[src/rtl/nota_sequenciador.sv]
// Note capture buffer and timed replay sequencer for a note classifier.
// Define TIMEOUT_EN to add the ESPERA timeout (TMO cycles) and the erro flag.
module nota_sequenciador #(
    parameter int PROF = 8,
    parameter int TMO  = 16
) (
    input  logic       clk,
    input  logic       reset,
    input  logic       ok,
    input  logic [3:0] nota,
    input  logic       iniciar,
    output logic       cls_reset,
    output logic       cls_ok,
    output logic [3:0] cls_nota,
    input  logic       cls_fim,
    input  logic [1:0] cls_tipo,
    output logic       ocupado,
    output logic       pronto,
    output logic       cheio,
    output logic       erro,
    output logic [1:0] tipo,
    output logic [3:0] qtd
);

    localparam int IW = (PROF > 1) ? $clog2(PROF) : 1;
    localparam logic [3:0] PROF_L = 4'(PROF);

    typedef enum logic [2:0] {
        OCIOSO,
        LIMPA,
        ENVIA,
        ESPERA,
        CONCLUI
    } estado_t;

    typedef enum logic [1:0] {
        SETUP,
        PULSO,
        HOLD
    } fase_t;

    estado_t estado_q, estado_d;
    fase_t   fase_q, fase_d;

    logic [3:0]    idx_q, idx_d;
    logic [3:0]    qtd_q, qtd_d;
    logic [1:0]    tipo_q, tipo_d;
    logic [2:0]    sync_q;
    logic          ok_ev;

    logic [3:0]    mem_q [PROF];
    logic          wr_en;
    logic [IW-1:0] wr_addr;

    logic          cls_ok_q, cls_ok_d;
    logic [3:0]    cls_nota_q, cls_nota_d;
    logic          ocupado_q, ocupado_d;
    logic          pronto_q, pronto_d;

`ifdef TIMEOUT_EN
    localparam int CW = $clog2(TMO + 1);
    localparam logic [CW-1:0] TMO_M1 = CW'(TMO - 1);

    logic [CW-1:0] cnt_q, cnt_d;
    logic          erro_q, erro_d;
`endif

    // sync_q[2] is the previous synchronised level, used for edge detection
    assign ok_ev = sync_q[1] & ~sync_q[2];

    always_comb begin
        estado_d = estado_q;
        fase_d   = fase_q;
        idx_d    = idx_q;
        qtd_d    = qtd_q;
        tipo_d   = tipo_q;
        wr_en    = 1'b0;
        wr_addr  = qtd_q[IW-1:0];
`ifdef TIMEOUT_EN
        cnt_d    = '0;
        erro_d   = erro_q;
`endif
        unique case (estado_q)
            OCIOSO: begin
                if (iniciar && qtd_q != 4'd0) begin
                    estado_d = LIMPA;
                end else if (ok_ev && qtd_q < PROF_L) begin
                    wr_en = 1'b1;
                    qtd_d = qtd_q + 4'd1;
                end
            end
            LIMPA: begin
                estado_d = ENVIA;
                fase_d   = SETUP;
                idx_d    = 4'd0;
            end
            ENVIA: begin
                if (cls_fim) begin
                    tipo_d   = cls_tipo;
                    estado_d = CONCLUI;
                end else begin
                    unique case (fase_q)
                        SETUP: fase_d = PULSO;
                        PULSO: fase_d = HOLD;
                        HOLD: begin
                            if (idx_q == qtd_q - 4'd1) begin
                                estado_d = ESPERA;
                            end else begin
                                idx_d  = idx_q + 4'd1;
                                fase_d = SETUP;
                            end
                        end
                        default: fase_d = SETUP;
                    endcase
                end
            end
            ESPERA: begin
                if (cls_fim) begin
                    tipo_d   = cls_tipo;
                    estado_d = CONCLUI;
`ifdef TIMEOUT_EN
                end else if (cnt_q == TMO_M1) begin
                    tipo_d   = 2'b00;
                    erro_d   = 1'b1;
                    estado_d = CONCLUI;
                end else begin
                    cnt_d = cnt_q + 1'b1;
`endif
                end
            end
            CONCLUI: begin
                if (iniciar) begin
                    estado_d = LIMPA;
`ifdef TIMEOUT_EN
                    erro_d   = 1'b0;
`endif
                end else if (ok_ev) begin
                    wr_en    = 1'b1;
                    wr_addr  = '0;
                    qtd_d    = 4'd1;
                    estado_d = OCIOSO;
`ifdef TIMEOUT_EN
                    erro_d   = 1'b0;
`endif
                end
            end
            default: estado_d = OCIOSO;
        endcase
    end

    // Outputs are registered from next state so they align with estado_q
    always_comb begin
        cls_ok_d   = (estado_d == ENVIA) && (fase_d == PULSO);
        cls_nota_d = 4'd0;
        if (estado_d == ENVIA)
            cls_nota_d = mem_q[idx_d[IW-1:0]];
        ocupado_d  = (estado_d == LIMPA) || (estado_d == ENVIA) ||
                     (estado_d == ESPERA);
        pronto_d   = (estado_d == CONCLUI);
    end

    always_ff @(posedge clk or posedge reset) begin
        if (reset) begin
            estado_q   <= OCIOSO;
            fase_q     <= SETUP;
            idx_q      <= 4'd0;
            qtd_q      <= 4'd0;
            tipo_q     <= 2'b00;
            sync_q     <= 3'b000;
            cls_ok_q   <= 1'b0;
            cls_nota_q <= 4'd0;
            ocupado_q  <= 1'b0;
            pronto_q   <= 1'b0;
`ifdef TIMEOUT_EN
            cnt_q      <= '0;
            erro_q     <= 1'b0;
`endif
        end else begin
            estado_q   <= estado_d;
            fase_q     <= fase_d;
            idx_q      <= idx_d;
            qtd_q      <= qtd_d;
            tipo_q     <= tipo_d;
            sync_q     <= {sync_q[1:0], ok};
            cls_ok_q   <= cls_ok_d;
            cls_nota_q <= cls_nota_d;
            ocupado_q  <= ocupado_d;
            pronto_q   <= pronto_d;
`ifdef TIMEOUT_EN
            cnt_q      <= cnt_d;
            erro_q     <= erro_d;
`endif
        end
    end

    // Buffer contents are don't-care after reset, so no reset here
    always_ff @(posedge clk) begin
        if (wr_en)
            mem_q[wr_addr] <= nota;
    end

    assign cls_reset = reset | (estado_q == LIMPA);
    assign cls_ok    = cls_ok_q;
    assign cls_nota  = cls_nota_q;
    assign ocupado   = ocupado_q;
    assign pronto    = pronto_q;
    assign cheio     = (qtd_q == PROF_L);
    assign tipo      = tipo_q;
    assign qtd       = qtd_q;
`ifdef TIMEOUT_EN
    assign erro      = erro_q;
`else
    assign erro      = 1'b0;
`endif

endmodule

[config.mk]
export PLATFORM = sky130hd
export DESIGN_NAME = nota_sequenciador
export DESIGN_NICKNAME = d
export VERILOG_FILES = /design/src/rtl/nota_sequenciador.sv
export SDC_FILE = /design/constraint.sdc
export NUM_CORES = 1
export LEC_CHECK = 0
export CORE_MARGIN = 8
export CORE_UTILIZATION = 35
export CTS_CLUSTER_DIAMETER = 150
export DETAILED_ROUTE_END_ITERATION = 8
export GPL_TIMING_DRIVEN = 0
export SLEW_MARGIN = 5
export SYNTH_ARGS = -nofsm -noshare
export SYNTH_HDL_FRONTEND = slang
export SYNTH_SLANG_ARGS = --single-unit
export TNS_END_PERCENT = 20
[constraint.sdc]
create_clock -name clk -period 5.75 [get_ports clk]
set_clock_uncertainty 0.2 [all_clocks]
set_input_delay 0.575 -clock clk [delete_from_list [all_inputs] [get_ports clk]]
set_output_delay 0.575 -clock clk [all_outputs]
set_load 0.01 [all_outputs]
== Yosys cells after proc, flatten, opt, wreduce, memory -nomap -nowiden ==
Memory sizes are Yosys's and may differ from the RTL's.
Cells that the tools add are included.
W data, S select, Z words.

* Add/sub/neg operators: 3
* Order comparisons: 1
* Equality and inequality tests: 20
* Multiplexer cells: 32
* Bitwise logic cells: 3
* Reductions and logical operators: 14

{| class="wikitable"
|+ Operators by type and width
! kind !! number
|-
| $mux W4 || 8
|-
| $mux W3 || 10
|-
| $pmux W4 S2 || 2
|-
| $pmux W3 S5 || 1
|-
| $ne A2 B2 Y1 const B || 7
|-
| $eq A3 B2 Y1 const B || 4
|-
| $add A4 B1 Y4 const B || 2
|-
| $eq A3 B1 Y1 const B || 2
|-
| $eq A3 B3 Y1 const B || 2
|-
| $mux W1 || 6
|-
| $pmux W2 S3 || 1
|-
| $reduce_and A5 Y1 || 1
|-
| $eq A2 B1 Y1 const B || 2
|-
| $eq A4 B4 Y1 || 1
|-
| $eq A4 B4 Y1 const B || 1
|-
| $lt A4 B4 Y1 const B || 1
|-
| $mux W2 || 2
|-
| $pmux W2 S2 || 1
|-
| $reduce_and A4 Y1 || 1
|-
| $reduce_bool A2 Y1 || 2
|-
| $reduce_bool A4 Y1 || 1
|-
| $sub A4 B1 Y4 const B || 1
|-
| $logic_and A1 B1 Y1 || 3
|-
| $logic_not A3 Y1 || 1
|-
| 9 further kinds || 10
|}

* Register bits after elaboration: 25
* Bits in writable memories: 32
* Logic and storage cells: 85
* Memories kept: 1

{| class="wikitable"
|+ Memories
! name !! depth !! width !! rd ports !! clocked after Yosys merged registers in !! wr ports !! line !! source
|-
| mem_q || 8 || 4 || 1 || 0 || 1 || 51 || <nowiki>logic [3:0] mem_q [PROF];</nowiki>
|}

== Depth between registers and ports, before layout ==
Gate-level depths: netlist of the first run.

* Word-level depth: 9
* Mapped depth: 10
* Depth with buffers taken out: 9

== Worst setup path before layout of the first run ==
OpenSTA, ideal clock, no wires.

* Kind: register to register
* From: register qtd_q[0] (netlist: qtd[0])
* To: register cls_nota_q[2] (netlist: cls_nota[2])
* Library setup time: 0.124 ns
* Data arrival time: 2.636 ns
* Data required time: 5.426 ns
* Path slack: 2.790 ns
* Stages on the path, launching flop included: 11
* Buffers on the path: 1
* Clock period less this slack: 2.960 ns
* Cell sequence: dfrtp_1 -> inv_1 -> ha_1 -> xnor3_1 -> nand3_1 -> o211ai_2 -> mux2i_4 -> buf_12 -> mux2i_1 -> o22ai_1 -> or2_1

* Cells in the longest elaborated chain, start to end: 8
* Elaborated cells between the ends (all ways): 16

{| class="wikitable"
|+ Ends and longest elaborated chain
! element !! line !! source
|-
| from (decl) || 46 || <nowiki>logic [3:0] qtd_q, qtd_d;</nowiki>
|-
| from (signal assigned) || 182 || <nowiki>qtd_q <= qtd_d;</nowiki>
|-
| $sub A4 B1 Y4 || 106 || <nowiki>if (idx_q == qtd_q - 4'd1) begin</nowiki>
|-
| $eq A4 B4 Y1 || 106 ||
|-
| $mux W4 || 106 ||
|-
| $mux W4 || 102 || <nowiki>unique case (fase_q)</nowiki>
|-
| $mux W4 || 98 || <nowiki>if (cls_fim) begin</nowiki>
|-
| $pmux W4 S2 || 83 || <nowiki>unique case (estado_q)</nowiki>
|-
| via idx_d[2] || 45 || <nowiki>logic [3:0] idx_q, idx_d;</nowiki>
|-
| $mem_v2 Z8 W4 || -- ||
|-
| $mux W4 || 155 || <nowiki>if (estado_d == ENVIA)</nowiki>
|-
| via cls_nota_d[2] || 56 || <nowiki>logic [3:0] cls_nota_q, cls_nota_d;</nowiki>
|-
| to (signal assigned) || 186 || <nowiki>cls_nota_q <= cls_nota_d;</nowiki>
|-
| to (decl) || 56 ||
|}

The timed path passes the listed nets, and every way through them passes these cells. The select of a mux whose other input is x is not followed.
A chain may end at the register's enable or synchronous reset.

== Worst setup path in the final report of the first run ==
* From: register qtd_q[0] (netlist: qtd[0])
* To: register cls_nota_q[3] (netlist: cls_nota[3])

The elaborated chain is that of the path after synthesis.

==> flow_metrics.py, run 1 <==
metrics = {
    "synthesis": {
        "synth_top_flop_cell": "edfxtp_1",
        "synthCells": 191,
        "ys.warnings.count": 0,
        "syn_area_per_cell_um2": 13.2,
        "ys_top_cells_by_count": "edfxtp_1 (32), dfrtp_1 (25), mux2i_1 (17), nand2_1 (16), nor2_1 (11)",
        "yosysMostFrequentCell": "edfxtp_1",
        "async_flop_share_pct": 43.9,
        "synth_edf_count": 32,
        "ys_seq_elements": 57,
        "synthTopCellsByArea": "edfxtp_1 (38%), dfrtp_1 (25%), mux2i_1 (6.7%)",
        "synth_top_area_share_pct": 38.0,
        "synth_top_cell_by_area": "edfxtp_1",
        "synth_cell_types": 44,
        "yosysSeqAreaShare_pct": 62.7,
        "syn_nets": 206,
        "synthesis.area_um2": 2530,
    },
    "timing": {
        "slew_violations": 0,
        "relSlewSlack_pct": 35.6,
        "fin_crit_ps": 3320,
        "fin_crit_sh_pct": 57.8,
        "setup_viol": 0,
        "finalHoldViolCount": 0,
        "fmax_mhz": 301,
        "rsz0062_at_grt": "false",
        "tightest_slew_ps": 965,
        "final.setup.worst_slack_ps": 2430,
        "fin_setup_tns_ps": 0,
    },
    "detailed_routing": {
        "via_count": 1596,
        "wl_um": 5060,
        "initialDrtViolationCount": 56,
        "wl_per_cell_um": 15.3,
        "vias_per_cell": 4.82,
        "ant_nets": 0,
        "drc": 0,
        "dr.pass1.iters": 4,
    },
    "finish": {
        "layout-drive-gt1-share_pct": 11.6,
        "diodes": 0,
        "nets": 242,
        "area.growth.synth_to_final_pct": 23.4,
    },
    "floorplan": {
        "pin_count": 27,
        "core-area_um2": 7140,
        "die-area_um2": 10200,
        "die_width_um": 101,
        "die_y_um": 101,
        "rows": 31,
        "initial_core_util_pct": 35.4,
    },
    "clocking": {
        "clk_latency_ps": 330,
        "cts.clk_slew.worst_paths_ps": 70,
        "cts_buffers": 9,
        "cts_sinks": 57,
        "cts_resized": 0,
        "clock_path_buffers": 2,
        "cts_setup_buffers": 0,
        "cts_root_buf": "clkbuf_8",
        "cts_tree": "built",
        "cts_hold_buffers": 0,
        "cts-htree-levels": 3,
    },
    "worst_setup_path": {
        "path_class": "reg2reg",
        "r2r_cells": 10,
        "r2r_slack_ps": 2430,
        "worstSetupStartpointType": "flip-flop",
        "crit_required_ps": 5750,
        "r2r-start": "qtd[0]",
        "end_kind": "flip-flop",
        "reg2reg_to": "cls_nota[3]",
        "crit_arrival_ps": 3330,
        "path_max_fanout": 10,
    },
    "place": {
        "portBuffers": 25,
        "dp_hpwl_um": 3620,
        "place_congestion": 0.766,
        "place_ws_ps": 2260,
    },
    "power_and_ir_drop": {
        "power_density_nw_per_um2": 441,
        "total_power_mw": 1.38,
        "ir_worst_vdd_v": 0.000143,
        "combPwrFrac_pct": 30.2,
        "power_leakage_nw": 1.16,
        "clkPwrFrac_pct": 30.0,
        "pwr-share-seq_pct": 39.8,
        "p_sw_mw": 0.445,
        "p_int_mw": 0.931,
        "netSwitchingFraction_pct": 32.3,
    },
    "grt": {
        "grt.overflow.total": 0,
        "grt_pass1_vias": 1577,
        "grt.total_usage_pct": 10.9,
        "grt_pass1_wl_um": 8310,
        "antenna_found_initial": 0,
        "grt_max_degree": 27,
    },
    "hold_path": {
        "min_path_type": "reg2reg",
        "holdCritStartpoint": "sync_q[0]",
        "hold_depth": 0,
        "worst_hold_path.endpoint": "sync_q[1]",
    },
    "status": {
        "status": "finished, final reports clean",
    },
    "run": {
        "cap_violations": 0,
    },
}
## metal layers
layer,part of all wire [%],wire length [µm],global-route usage (%)
met3,3.0,151,2.21
met2,48,2450,17.0
met1,46,2330,13.3
met5,0,0,0
met4,2.7,136,7.22
## how the worst max path moves through the flow
stage | slack (ps) | cells after the start | to | from
after floorplan | 2790 | 10 | cls_nota[2] | qtd[0]
after global placement | 2280 | 9 | cls_nota[3] | cls_fim
after detailed placement | 2260 | 9 | cls_nota[3] | cls_fim
after CTS | 2400 | 10 | cls_nota[3] | qtd[0]
after global routing | 2200 | 10 | cls_nota[1] | qtd[0]
final | 2430 | 10 | cls_nota[3] | qtd[0]
## layout make-up
cell class                 count  area, µm²
tap                           99        124
buffer                         6       43.8
multi-input combinational    122        876
inverter                       6       22.5
timing repair buffer          25        250
sequential                    57       1590
clock inverter                 7       93.8
clock buffer                   9        124
fill                         678       4020
## registers in the layout, indices dropped and copies added, names as in the netlist
register / flops
ocupado: 1
fase_q: 2
estado_q: 3
qtd: 4
sync_q: 3
tipo: 2
idx_q: 4
cls_ok: 1
mem_q: 32
pronto: 1
cls_nota: 4
## critical path, cell delays in order (launching register included)
cell,delay [ps]
dfrtp_1,500
inv_1,130
ha_1,230
xnor3_1,360
nand3_1,210
o211ai_2,290
mux2i_4,530
buf_12,210
mux2i_1,200
o22ai_1,90
or2_1,250
## through the flow
stage | utilization, % | instance area, µm² | cells | hold slack (ps)
6_report | 43.7 | 3120 | 331 | 152
2_1_floorplan | - | 2530 | 191 | 131
3_3_place_gp | 40.7 | 2900 | 315 | 135
5_1_grt | 43.7 | 3120 | 331 | 167
3_5_place_dp | 40.7 | 2900 | 315 | 139
4_1_cts | 43.7 | 3120 | 331 | 155
## placed cells by master, fill, tap and decap left out, types with 2 or more instances in the layout
master            n
and2_1            2
nand3b_1          3
nor4_1            2
clkbuf_1          3
nand2b_1          5
a21o_1            2
inv_1             6
nand2_1          16
clkbuf_8          9
mux2_2            2
o22ai_1           8
bufinv_16         2
ha_1              4
dfrtp_1          25
o31ai_1           2
or3b_2            2
nor2_1           11
edfxtp_1         32
nor3_1            5
o311ai_0          2
o211ai_1          2
xor2_1            4
clkdlybuf4s50_1  25
or2_1             4
mux2i_1          17
a21oi_1           4
o21ai_0           4
xnor2_1           2
nand3_1           4
## kinds of logic after synthesis
logic type	after synthesis	share of synthesized area, %
mux	20	8.51
xor+xnor	7	2.97
compound gates	31	8.56
fa+ha+maj	4	1.98
flops	57	62.7
simple gates	59	12.5
buf+inv	12	2.62
other cells	1	0.148
## power by group through the flow
stage	Combinational, mW	Sequential [mW]	Clock [mW]
floorplan	0.247	0.564	0
global placement	0.414	0.555	0
detailed placement	0.418	0.557	0
CTS	0.420	0.549	0.419
global route	0.456	0.559	0.436
finish	0.415	0.548	0.412
Note: power is estimated with default switching activity, not from simulation.
==> run 2, diff against run 1 <==
Clock period 5.75 ns to 3.3 ns, I/O delays scaled along.
==> flow_metrics.py, run 2 (synthesis results as in run 1) <==
metrics = {
    "place": {
        "portBuffers": 25,
        "placed_cell_area_um2": 2900,
        "place_ws_ps": -33.0,
        "dpl.cell_count": 315,
        "place_congestion": 0.766,
        "dp_hpwl_um": 3620,
    },
    "worst_setup_path": {
        "startpoint": "qtd[1]",
        "crit_required_ps": 3300,
        "endpoint": "cls_nota[3]",
        "crit_arrival_ps": 3070,
        "critPathSlowestCell": "dfrtp_2",
        "path_buf_inv": 2,
        "r2r_cells": 10,
        "reg2reg_to": "cls_nota[3]",
        "max_stage_delay_ps": 450,
        "path_max_fanout": 8,
        "path_cells": "inv_1, ha_1, xnor3_1, nand3_1, o211ai_2, mux2i_4, buf_12, mux2i_1, o22ai_1, or2_1",
        "cp.depth": 10,
        "crit_family": "multiplexers",
        "end_kind": "flip-flop",
        "path_class": "reg2reg",
        "r2r_slack_ps": 230,
        "worstSetupStartpointType": "flip-flop",
        "r2r-start": "qtd[1]",
    },
    "finish": {
        "utilization_pct": 44.2,
        "fillers": 676,
        "multiInputGateArea_um2": 890,
        "area.growth.synth_to_final_pct": 24.8,
        "largest_reg_flops": 32,
        "regArea_um2": 1590,
        "layout_common_cells": "edfxtp_1 (32), clkdlybuf4s50_1 (25), dfrtp_1 (23)",
        "layout-drive-gt1-share_pct": 14.2,
        "nets": 243,
        "fin_cells": 332,
        "layout_commonest_cell": "edfxtp_1",
        "top_register": "mem_q",
        "diodes": 0,
        "fin_area_um2": 3160,
    },
    "power_and_ir_drop": {
        "power_density_nw_per_um2": 763,
        "ir_worst_vdd_v": 0.000249,
        "power_leakage_nw": 1.17,
    },
    "floorplan": {
        "die_y_um": 101,
        "initial_core_util_pct": 35.4,
        "rows": 31,
        "die-area_um2": 10200,
        "pin_count": 27,
        "core-area_um2": 7140,
        "die_width_um": 101,
    },
    "clocking": {
        "clk_latency_ps": 330,
        "cts-htree-levels": 3,
        "cts_tree": "built",
        "cts_hold_buffers": 0,
        "clock_path_buffers": 2,
        "cts.clk_slew.worst_paths_ps": 70,
        "cts_buffers": 9,
        "cts_sinks": 57,
        "cts_root_buf": "clkbuf_8",
    },
    "timing": {
        "fmax_mhz": 326,
        "finalHoldViolCount": 0,
        "fin_setup_tns_ps": 0,
        "fin_crit_ps": 3070,
        "relSlewSlack_pct": 35.8,
        "tightest_slew_ps": 962,
        "slew_violations": 0,
        "final.setup.worst_slack_ps": 230,
        "rsz0062_at_grt": "false",
        "fin_crit_sh_pct": 93.0,
        "setup_viol": 0,
    },
    "detailed_routing": {
        "drc": 0,
        "dr.pass1.iters": 6,
        "vias_per_cell": 4.77,
        "ant_nets": 0,
        "wl_um": 5050,
        "wl_per_cell_um": 15.2,
        "initialDrtViolationCount": 55,
        "via_count": 1583,
    },
    "grt": {
        "grt_max_degree": 27,
        "grt_pass1_vias": 1579,
        "grt.overflow.total": 0,
        "antenna_found_initial": 0,
        "grt.total_usage_pct": 10.9,
        "grt_pass1_wl_um": 8310,
    },
    "hold_path": {
        "min_path_type": "reg2reg",
    },
    "status": {
        "status": "finished, final reports clean",
    },
    "run": {
        "cap_violations": 0,
    },
}
==> run 2: power by group <==
group / leakage (nW) / switching, mW / total (mW) / internal [mW]
sequential: 0.607 / 0.0947 / 0.960 / 0.866
clock: 0.107 / 0.292 / 0.717 / 0.425
combinational: 0.452 / 0.394 / 0.732 / 0.338
total: 1.17 / 0.780 / 2.41 / 1.63
==> run 2: per-stage QoR <==
stage | hold slack (ps) | total power, mW
floorplan | 131 | 1.41
global placement | 135 | 1.69
detailed placement | 139 | 1.70
CTS | 155 | 2.42
global route | 167 | 2.54
finish | 152 | 2.41
==> run 2: routing by layer <==
layer | vias to the layer above | track usage, % | share of wire, %
met5 | - | 0 | 0
met4 | 0 | 7.22 | 2.1
met3 | 7 | 2.21 | 2.8
met2 | 30 | 17.0 | 49
met1 | 765 | 13.3 | 46
li1 | 781 | - | -
==> run 2: worst min-delay path by stage <==
stage           endpoint      start  slack [ps]  cells past startpoint
2_1_floorplan  sync_q[1]  sync_q[0]         130                      0
5_1_grt        sync_q[1]  sync_q[0]         170                      0
4_1_cts        sync_q[1]  sync_q[0]         150                      0
3_3_place_gp   sync_q[1]  sync_q[0]         140                      0
3_5_place_dp   sync_q[1]  sync_q[0]         140                      0
6_report       sync_q[1]  sync_q[0]         150                      0
==> run 2: timing repair <==
action | CTS | global route
gates resized for setup | 0 | 5
pin swaps | 0 | 0
endpoints found under the hold margin | 0 | 0
endpoints found under the setup margin | 3 | 12
setup buffers | 1 | 0
==> run 2: area by class of cell <==
type / count / share of cell area (%)
plain buffers: 6 / 1.39
clock buffers: 9 / 3.92
clock inverters: 7 / 2.97
inverters: 6 / 0.713
multi-input cells: 122 / 28.2
flip-flops and latches: 57 / 50.3
well taps: 99 / 3.92
repair buffers: 26 / 8.56
